### src/rtl/uart_pkg.sv
// Shared definitions for the IO-mapped UART transmitter.
//   tx_state_t    : transmit FSM state encoding
//   UART_*_BIT    : word-address bits that select the DATA / STATUS registers
//   ST_*          : bit positions inside the STATUS read word
package uart_pkg;

  typedef enum logic [1:0] {
    IDLE  = 2'd0,
    START = 2'd1,
    DATA  = 2'd2,
    STOP  = 2'd3
  } tx_state_t;

  localparam int UART_DATA_BIT = 1;
  localparam int UART_STAT_BIT = 2;

  localparam int ST_BUSY   = 0;
  localparam int ST_NEMPTY = 1;
  localparam int ST_FULL   = 2;
  localparam int ST_OVF    = 3;

endpackage

### src/rtl/uart_tx_io_sync_fifo.sv
// First-word-fall-through synchronous FIFO: dout is valid whenever !empty.
//   clk, resetn : clock, synchronous active-low reset (flushes contents)
//   push, din   : write request and data; ignored while full
//   pop, dout   : read request and head-of-queue data; ignored while empty
//   full, empty : occupancy flags derived from the extra pointer MSB
module sync_fifo #(
  parameter int WIDTH = 8,
  parameter int DEPTH = 8
) (
  input  logic             clk,
  input  logic             resetn,
  input  logic             push,
  input  logic [WIDTH-1:0] din,
  input  logic             pop,
  output logic [WIDTH-1:0] dout,
  output logic             full,
  output logic             empty
);

  localparam int AW = $clog2(DEPTH);

  if (DEPTH < 2 || (DEPTH & (DEPTH - 1)) != 0) begin : g_bad_depth
    $error("sync_fifo: DEPTH must be a power of two and at least 2");
  end

  logic [AW:0]      wr_ptr;
  logic [AW:0]      rd_ptr;
  logic [WIDTH-1:0] mem [DEPTH];
  logic             do_push;
  logic             do_pop;

  assign full    = (wr_ptr[AW] != rd_ptr[AW]) && (wr_ptr[AW-1:0] == rd_ptr[AW-1:0]);
  assign empty   = (wr_ptr == rd_ptr);
  // A push into a full FIFO is dropped even if a pop frees a slot this cycle.
  assign do_push = push & ~full;
  assign do_pop  = pop & ~empty;
  assign dout    = mem[rd_ptr[AW-1:0]];

  always_ff @(posedge clk) begin
    if (!resetn) begin
      wr_ptr <= '0;
      rd_ptr <= '0;
    end else begin
      if (do_push) wr_ptr <= wr_ptr + (AW+1)'(1);
      if (do_pop)  rd_ptr <= rd_ptr + (AW+1)'(1);
    end
  end

  always_ff @(posedge clk) begin
    if (do_push) mem[wr_ptr[AW-1:0]] <= din;
  end

endmodule

### src/rtl/uart_tx_io.sv
// Memory-mapped 8N1 UART transmitter on the core IO bus.
//   clk, resetn  : clock, synchronous active-low reset
//   io_wordaddr  : IO word address (bit1 = DATA, bit2 = STATUS)
//   io_wdata     : IO write data
//   io_wr        : one-cycle IO write strobe
//   io_rdata     : combinational read data, STATUS = {ovf, full, !empty, busy}
//   tx           : registered serial output, idle high, LSB first
//
// state | meaning
// IDLE  | line high, waiting for a byte in the FIFO
// START | driving the start bit (low) for DIV cycles
// DATA  | shifting out 8 data bits, DIV cycles each
// STOP  | driving the stop bit (high) for DIV cycles
module uart_tx_io
  import uart_pkg::*;
#(
  parameter int CLK_FREQ_HZ = 50_000_000,
  parameter int BAUD        = 115_200,
  parameter int FIFO_DEPTH  = 8
) (
  input  logic        clk,
  input  logic        resetn,
  input  logic [13:0] io_wordaddr,
  input  logic [31:0] io_wdata,
  input  logic        io_wr,
  output logic [31:0] io_rdata,
  output logic        tx
);

  localparam int DIV = CLK_FREQ_HZ / BAUD;
  localparam int BW  = (DIV > 1) ? $clog2(DIV) : 1;
  localparam logic [BW-1:0] BCNT_TOP = BW'(DIV - 1);

  if (DIV < 2) begin : g_bad_div
    $error("uart_tx_io: CLK_FREQ_HZ/BAUD must be at least 2");
  end

  tx_state_t   state;
  logic [BW-1:0] bcnt;
  logic [2:0]  bidx;
  logic [7:0]  sh;
  logic        ovf;

  logic        fifo_push;
  logic        fifo_pop;
  logic [7:0]  fifo_dout;
  logic        fifo_full;
  logic        fifo_empty;
  logic        sel_data;
  logic        sel_stat;
  logic        ovf_set;
  logic        ovf_clr;
  logic [31:0] status;

  assign sel_data  = io_wordaddr[UART_DATA_BIT];
  assign sel_stat  = io_wordaddr[UART_STAT_BIT];
  assign fifo_push = io_wr & sel_data;
  // DATA wins a write that hits both registers, so STATUS side effects are masked.
  assign ovf_set   = fifo_push & fifo_full;
  assign ovf_clr   = io_wr & sel_stat & ~sel_data & io_wdata[3];
  assign fifo_pop  = (state == IDLE) & ~fifo_empty;

  sync_fifo #(
    .WIDTH (8),
    .DEPTH (FIFO_DEPTH)
  ) u_fifo (
    .clk    (clk),
    .resetn (resetn),
    .push   (fifo_push),
    .din    (io_wdata[7:0]),
    .pop    (fifo_pop),
    .dout   (fifo_dout),
    .full   (fifo_full),
    .empty  (fifo_empty)
  );

  always_comb begin
    status            = '0;
    status[ST_BUSY]   = (state != IDLE);
    status[ST_NEMPTY] = ~fifo_empty;
    status[ST_FULL]   = fifo_full;
    status[ST_OVF]    = ovf;
    io_rdata          = sel_stat ? status : '0;
  end

  always_ff @(posedge clk) begin
    if (!resetn) begin
      ovf <= 1'b0;
    end else if (ovf_set) begin
      ovf <= 1'b1;
    end else if (ovf_clr) begin
      ovf <= 1'b0;
    end
  end

  always_ff @(posedge clk) begin
    if (!resetn) begin
      state <= IDLE;
      tx    <= 1'b1;
      bcnt  <= '0;
      bidx  <= '0;
      sh    <= '0;
    end else begin
      case (state)
        IDLE: begin
          tx <= 1'b1;
          if (!fifo_empty) begin
            sh    <= fifo_dout;
            bcnt  <= BCNT_TOP;
            tx    <= 1'b0;
            state <= START;
          end
        end
        START: begin
          if (bcnt == '0) begin
            tx    <= sh[0];
            bidx  <= '0;
            bcnt  <= BCNT_TOP;
            state <= DATA;
          end else begin
            bcnt <= bcnt - BW'(1);
          end
        end
        DATA: begin
          if (bcnt == '0) begin
            bcnt <= BCNT_TOP;
            if (bidx == 3'd7) begin
              tx    <= 1'b1;
              state <= STOP;
            end else begin
              sh   <= {1'b0, sh[7:1]};
              tx   <= sh[1];
              bidx <= bidx + 3'd1;
            end
          end else begin
            bcnt <= bcnt - BW'(1);
          end
        end
        STOP: begin
          // Return straight to IDLE; IDLE itself supplies the single gap cycle.
          if (bcnt == '0) begin
            state <= IDLE;
          end else begin
            bcnt <= bcnt - BW'(1);
          end
        end
        default: state <= IDLE;
      endcase
    end
  end

  logic unused_bits;
  assign unused_bits = ^{io_wdata[31:8], io_wordaddr[13:3], io_wordaddr[0]};

endmodule

### config.mk
export PLATFORM = sky130hd
export DESIGN_NAME = uart_tx_io
export DESIGN_NICKNAME = d
export VERILOG_FILES = /design/src/rtl/uart_pkg.sv /design/src/rtl/uart_tx_io_sync_fifo.sv /design/src/rtl/uart_tx_io.sv
export SDC_FILE = /design/constraint.sdc
export NUM_CORES = 1
export LEC_CHECK = 0
export ABC_AREA = 1
export CELL_PAD_IN_SITES_DETAIL_PLACEMENT = 1
export CELL_PAD_IN_SITES_GLOBAL_PLACEMENT = 1
export CORE_ASPECT_RATIO = 0.5
export CORE_UTILIZATION = 36
export DETAILED_ROUTE_END_ITERATION = 7
export GPL_ROUTABILITY_DRIVEN = 1
export PLACE_DENSITY_LB_ADDON = 0.1
export REMOVE_ABC_BUFFERS = 1
export SYNTH_ARGS = -nofsm -noshare
export SYNTH_HDL_FRONTEND = slang
export SYNTH_HIERARCHICAL = 1
export SYNTH_SLANG_ARGS = --single-unit
### constraint.sdc
create_clock -name clk -period 1.85 [get_ports clk]
set_input_delay 0.4625 -clock clk [delete_from_list [all_inputs] [get_ports clk]]
set_output_delay 0.4625 -clock clk [all_outputs]
set_load 0.03 [all_outputs]
Yosys cells after proc, flatten, opt, wreduce, memory -nomap -nowiden. Memory sizes are Yosys's and may differ from the RTL's. A register that Yosys moved wholly into a read port is not among the register bits. Cells that the tools add are included. W data, S select, Z words.

Output and inout port bits: 33. Logic and storage cells: 82. Bits in writable memories: 64. Flip-flop bits (word level): 32. Memories kept: 1.

Memories: u_fifo.mem (words 8, width 8, read ports 1, clocked after Yosys merged registers in 1, wr ports 1, RTL line uart_tx_io_sync_fifo.sv:28) `logic [WIDTH-1:0] mem [DEPTH];`.

Muxes and demuxes: 30. Equality and inequality tests: 14. Bitwise gates (word level): 11. Reduce and logical (&&, ||, !) cells: 14. Add/sub/neg operators: 4.

Operators by type and width (count): $mux W9 (3); $pmux W9 S3 (1); $mux W8 (3); $pmux W8 S2 (1); $mux W3 (5); $ne A2 B2 Y1 const B (7); $mux W2 (5); $logic_not A9 Y1 (1); $sub A9 B1 Y9 const B (1); $add A4 B1 Y4 const B (2); $and A1 B1 Y1 (8); $mux W1 (8); $pmux W2 S4 (1); $reduce_and A4 Y1 (2); $reduce_bool A2 Y1 (4); $pmux W3 S2 (1); $reduce_and A5 Y1 (1); $eq A2 B2 Y1 const B (2); $eq A4 B4 Y1 (1); $mux W4 (1); $add A3 B1 Y3 const B (1); $eq A3 B3 Y1 (1); $eq A3 B3 Y1 const B (1); $not A1 Y1 (3); 9 further kinds (9).

Depth between registers and ports, before layout. Gate-level depths: netlist of run 1.

Depth in word-level cells: 6. Depth in mapped cells: 13.

Cells and area by module. Netlist of run 1, hierarchy kept.

Modules (own cells, without submodules): sync_fifo (area each 3166.8 µm², times used 1, cells each 298); uart_tx_io (area each 1655.3 µm², times used 1, cells each 248).

Worst setup path after synthesis of run 1. No wires, ideal clock.

Kind: reg2out. Start: register u_fifo.wr_ptr[2]. End: output io_rdata[1]. Data arrival time: 1.281 ns. Stages on the path, launching flop included: 9. Path slack: 0.106 ns. Buffers on the path: 0. Data required time: 1.387 ns. Path through: dfxtp_1 -> inv_1 -> nand2_2 -> nand2_2 -> inv_1 -> nor2_2 -> nand2_2 -> inv_1 -> nor2_1.

Word-level cells in the longest chain between the ends: 3.

RTL lines: from (decl) (RTL line uart_tx_io_sync_fifo.sv:26) `logic [AW:0] wr_ptr;`; from (signal assigned) (RTL line uart_tx_io_sync_fifo.sv:44) `if (do_push) wr_ptr <= wr_ptr + (AW+1)'(1);`; $eq A4 B4 Y1 (RTL line uart_tx_io_sync_fifo.sv:33) `assign empty = (wr_ptr == rd_ptr);`; named net fifo_empty (RTL line uart_tx_io.sv:48) `logic fifo_empty;`; $not A1 Y1 (RTL line uart_tx_io.sv:80) `status[ST_NEMPTY] = ~fifo_empty;`; $mux W4 (RTL line uart_tx_io.sv:83) `io_rdata = sel_stat ? status : '0;`; to (decl) (RTL line uart_tx_io.sv:26) `output logic [31:0] io_rdata,`.

The timed path passes the listed nets, and every way through them passes these cells.

Worst setup path in the final report of run 1.
Start: register u_fifo.wr_ptr[1]. End: output io_rdata[1].

The elaborated chain is that of the path after synthesis.

==> results of run 1 <==
final timing paths:
check,from,endpoint,slack [ps],cells after the start
hold reg to reg,sh[6],sh[6],470,2
setup / recovery,u_fifo/wr_ptr[1],io_rdata[1],40,8
hold / removal,sh[6],sh[6],470,2
setup reg to reg,state[0],sh[1],170,7
area by class of cell:
cell class                 instances  area, um2
timing repair buffer              65        591
multi-input combinational        380       1870
fill                            1510       7030
clock inverter                     6       78.8
inverter                          49        195
sequential                        99       2650
tap                              170        213
clock buffer                      10        229
state kept, by name, indices dropped and copies added, names as in the netlist, named ones only:
signal,count
tx,1
u_fifo/wr_ptr,4
bcnt,9
u_fifo/mem,64
state,2
sh,8
ovf,1
u_fifo/rd_ptr,4
bidx,3
metal layers:
layer,vias up,GRT usage (%),wire length [um]
li1,1858,-,-
met1,1762,24.2,5800
met2,57,28.2,5070
met3,13,3.46,329
met4,0,4.33,115
met5,-,0,0
report_power, final:
group          leakage (nW)  switching, mW  internal (mW)
clock                 0.151          0.865           1.08
combinational          1.38           1.96           1.12
sequential            0.871          0.174           2.60
per-stage QoR:
| stage | setup TNS, ps | utilization [%] |
|---|---|---|
| after floorplan | 0 | - |
| after global routing | -68.6 | 45.3 |
| final | 0 | 45.3 |
| after detailed placement | -7160 | 41.7 |
| after CTS | 0 | 44.5 |
| after global placement | -6440 | 41.7 |
tightest hold or removal path: stages, from the launching register on:
cell and delay, ps:
dfxtp_1 310, nand2_1 60, a21oi_1 50
repair_timing:
item	in CTS	in global routing
hold endpoints to repair	0	0
resized for setup	23	18
setup buffers	2	7
pin swaps	1	6
setup endpoints to repair	3	4
cell usage in the layout, fill, tap and decap left out, drive strengths merged, types with 2 or more instances in the layout:
cell type	count
ha	9
conb	28
buf	52
clkinv	3
a22oi	2
nand4	5
edfxtp	64
a21oi	29
or2	2
inv	51
nand2	115
nand3	29
xor2	2
clkbuf	10
dfxtp	35
o21ai	62
nor2	96
clkdlybuf4s50	13
cell families (layout without fill, tap and decap cells):
logic type / after synthesis / in the layout / synth area share (%)
and+or+nand+nor: 247 / 247 / 22.6
DFF: 99 / 99 / 54.4
AOI/OAI and AO/OA: 94 / 94 / 10.2
buffers and inverters: 94 / 130 / 10.0
adders and majority gates: 9 / 9 / 2.34
xor gates and xnor gates: 2 / 2 / 0.363
other: 1 / 28 / 0.0778
==> out/results.ini, run 1 <==
[timing]
fin_ws_ps=35.4
finalCritPeriodShare_pct=98.1
worstMarginPinSlew_ps=604
period_needed_ps=1810
finalMaxSlewViolations=0
slew_headroom_pct=59.7
clock_skew_ps=8.72
hold_violations=0
holdWs_ps=466
setup_violations=0
rsz0062_at_grt=yes
fmax_mhz=551

[synth]
syn_area_um2=4820
synth_area_leader_cell=edfxtp_1
synth_edf_count=64
synth_top_area_share_pct=39.9
ys_types=32
synth_area_leaders=edfxtp_1 (40%), dfxtp_1 (15%), nand2_1 (7.7%)
yosysMostFrequentCell=nand2_1
synth_seq_cells=99
yosysWarnings=6
ys_top_cells_by_count=nand2_1 (99), nor2_1 (89), edfxtp_1 (64)
syn-instance-count=546
syn_avg_cell_area_um2=8.83
synthFlopType=edfxtp_1
yosysSeqAreaShare_pct=54.4
synth-async-reset-ratio_pct=0

[placed_design]
place.gp.congestion=0.743
dp_cells=754
numPortBuffers=17
dp_slack_ps=-137
dp_hpwl_mm=8.03
placed_area_um2=5350

[clock_network]
clock_path_buffers=2
clk_latency_ps=340
hold_buffers=0
cts.clk_slew.worst_paths_ps=70
htree_levels=3
cts_inserted_buffers=9
cts-root-buf=clkbuf_16
cts.sinks=99
cts_tree=built

[worst_setup_path]
worstPathRequired_ps=1390
path_max_fanout=4
cp.buffers_inverters=3
crit_top_cell=nand2_2
path_cells=inv_4 -> nand2_2 -> nand2_2 -> a21oi_2 -> nand2_2 -> inv_4 -> nor2_4 -> buf_6
end_kind=output port
cpMaxStageDelayCell=dfxtp_4
path_delay_family=flip-flops
crit_type=register to output port
max_stage_delay_ps=380
worstPathArrival_ps=1350
start_kind=register

[power]
power_density_nw_per_um2=1340
finalPower_mw=7.80
p_leak_nw=2.41
irDropWorstVdd_uv=573

[die]
die_width_um=166
initial_core_util_pct=37.5
io_pins=82
core_area_um2=12800
num_rows=29
die_h_um=83.8
floorplan.die_area_um2=13900

[drt]
drc=12
vias=3690
routed_wl_mm=11.3
wl_per_cell_um=14.5
vias_per_cell=4.74
drt_first_pass_iters=6
ant_nets=0
drtIter0Drc=212

[layout]
instances_no_fill=779
fin_nets=662
diodes=0
syn2layout_area_growth_pct=20.7
final_cell_area_um2=5820
drive_gt1_share_pct=21.8

[job]
timing.max_cap.violations=0

[outcome]
violations=DRC
outcome=complete, but fails checks

[global_route]
grt_pass1_vias=3673
grt_max_degree=33
track_usage_pct=17.5
antenna_found_initial=0
grt_remaining_overflow=0
grt_first_pass_wirelength_mm=18.9

[hold_path]
hold_path.class=register to register

Power figures use the tool's default switching activity.
==> run 2, diff against run 1 <==
--- a/config.mk
+++ b/config.mk
@@ -6,6 +6,7 @@
 export NUM_CORES = 1
 export LEC_CHECK = 0
 export ABC_AREA = 1
+export ABC_CLOCK_PERIOD_IN_PS = 1850
 export CELL_PAD_IN_SITES_DETAIL_PLACEMENT = 1
 export CELL_PAD_IN_SITES_GLOBAL_PLACEMENT = 1
 export CORE_ASPECT_RATIO = 0.5
==> results of run 2 <==
Final layout, timing and power as in run 1 (identical DEF).
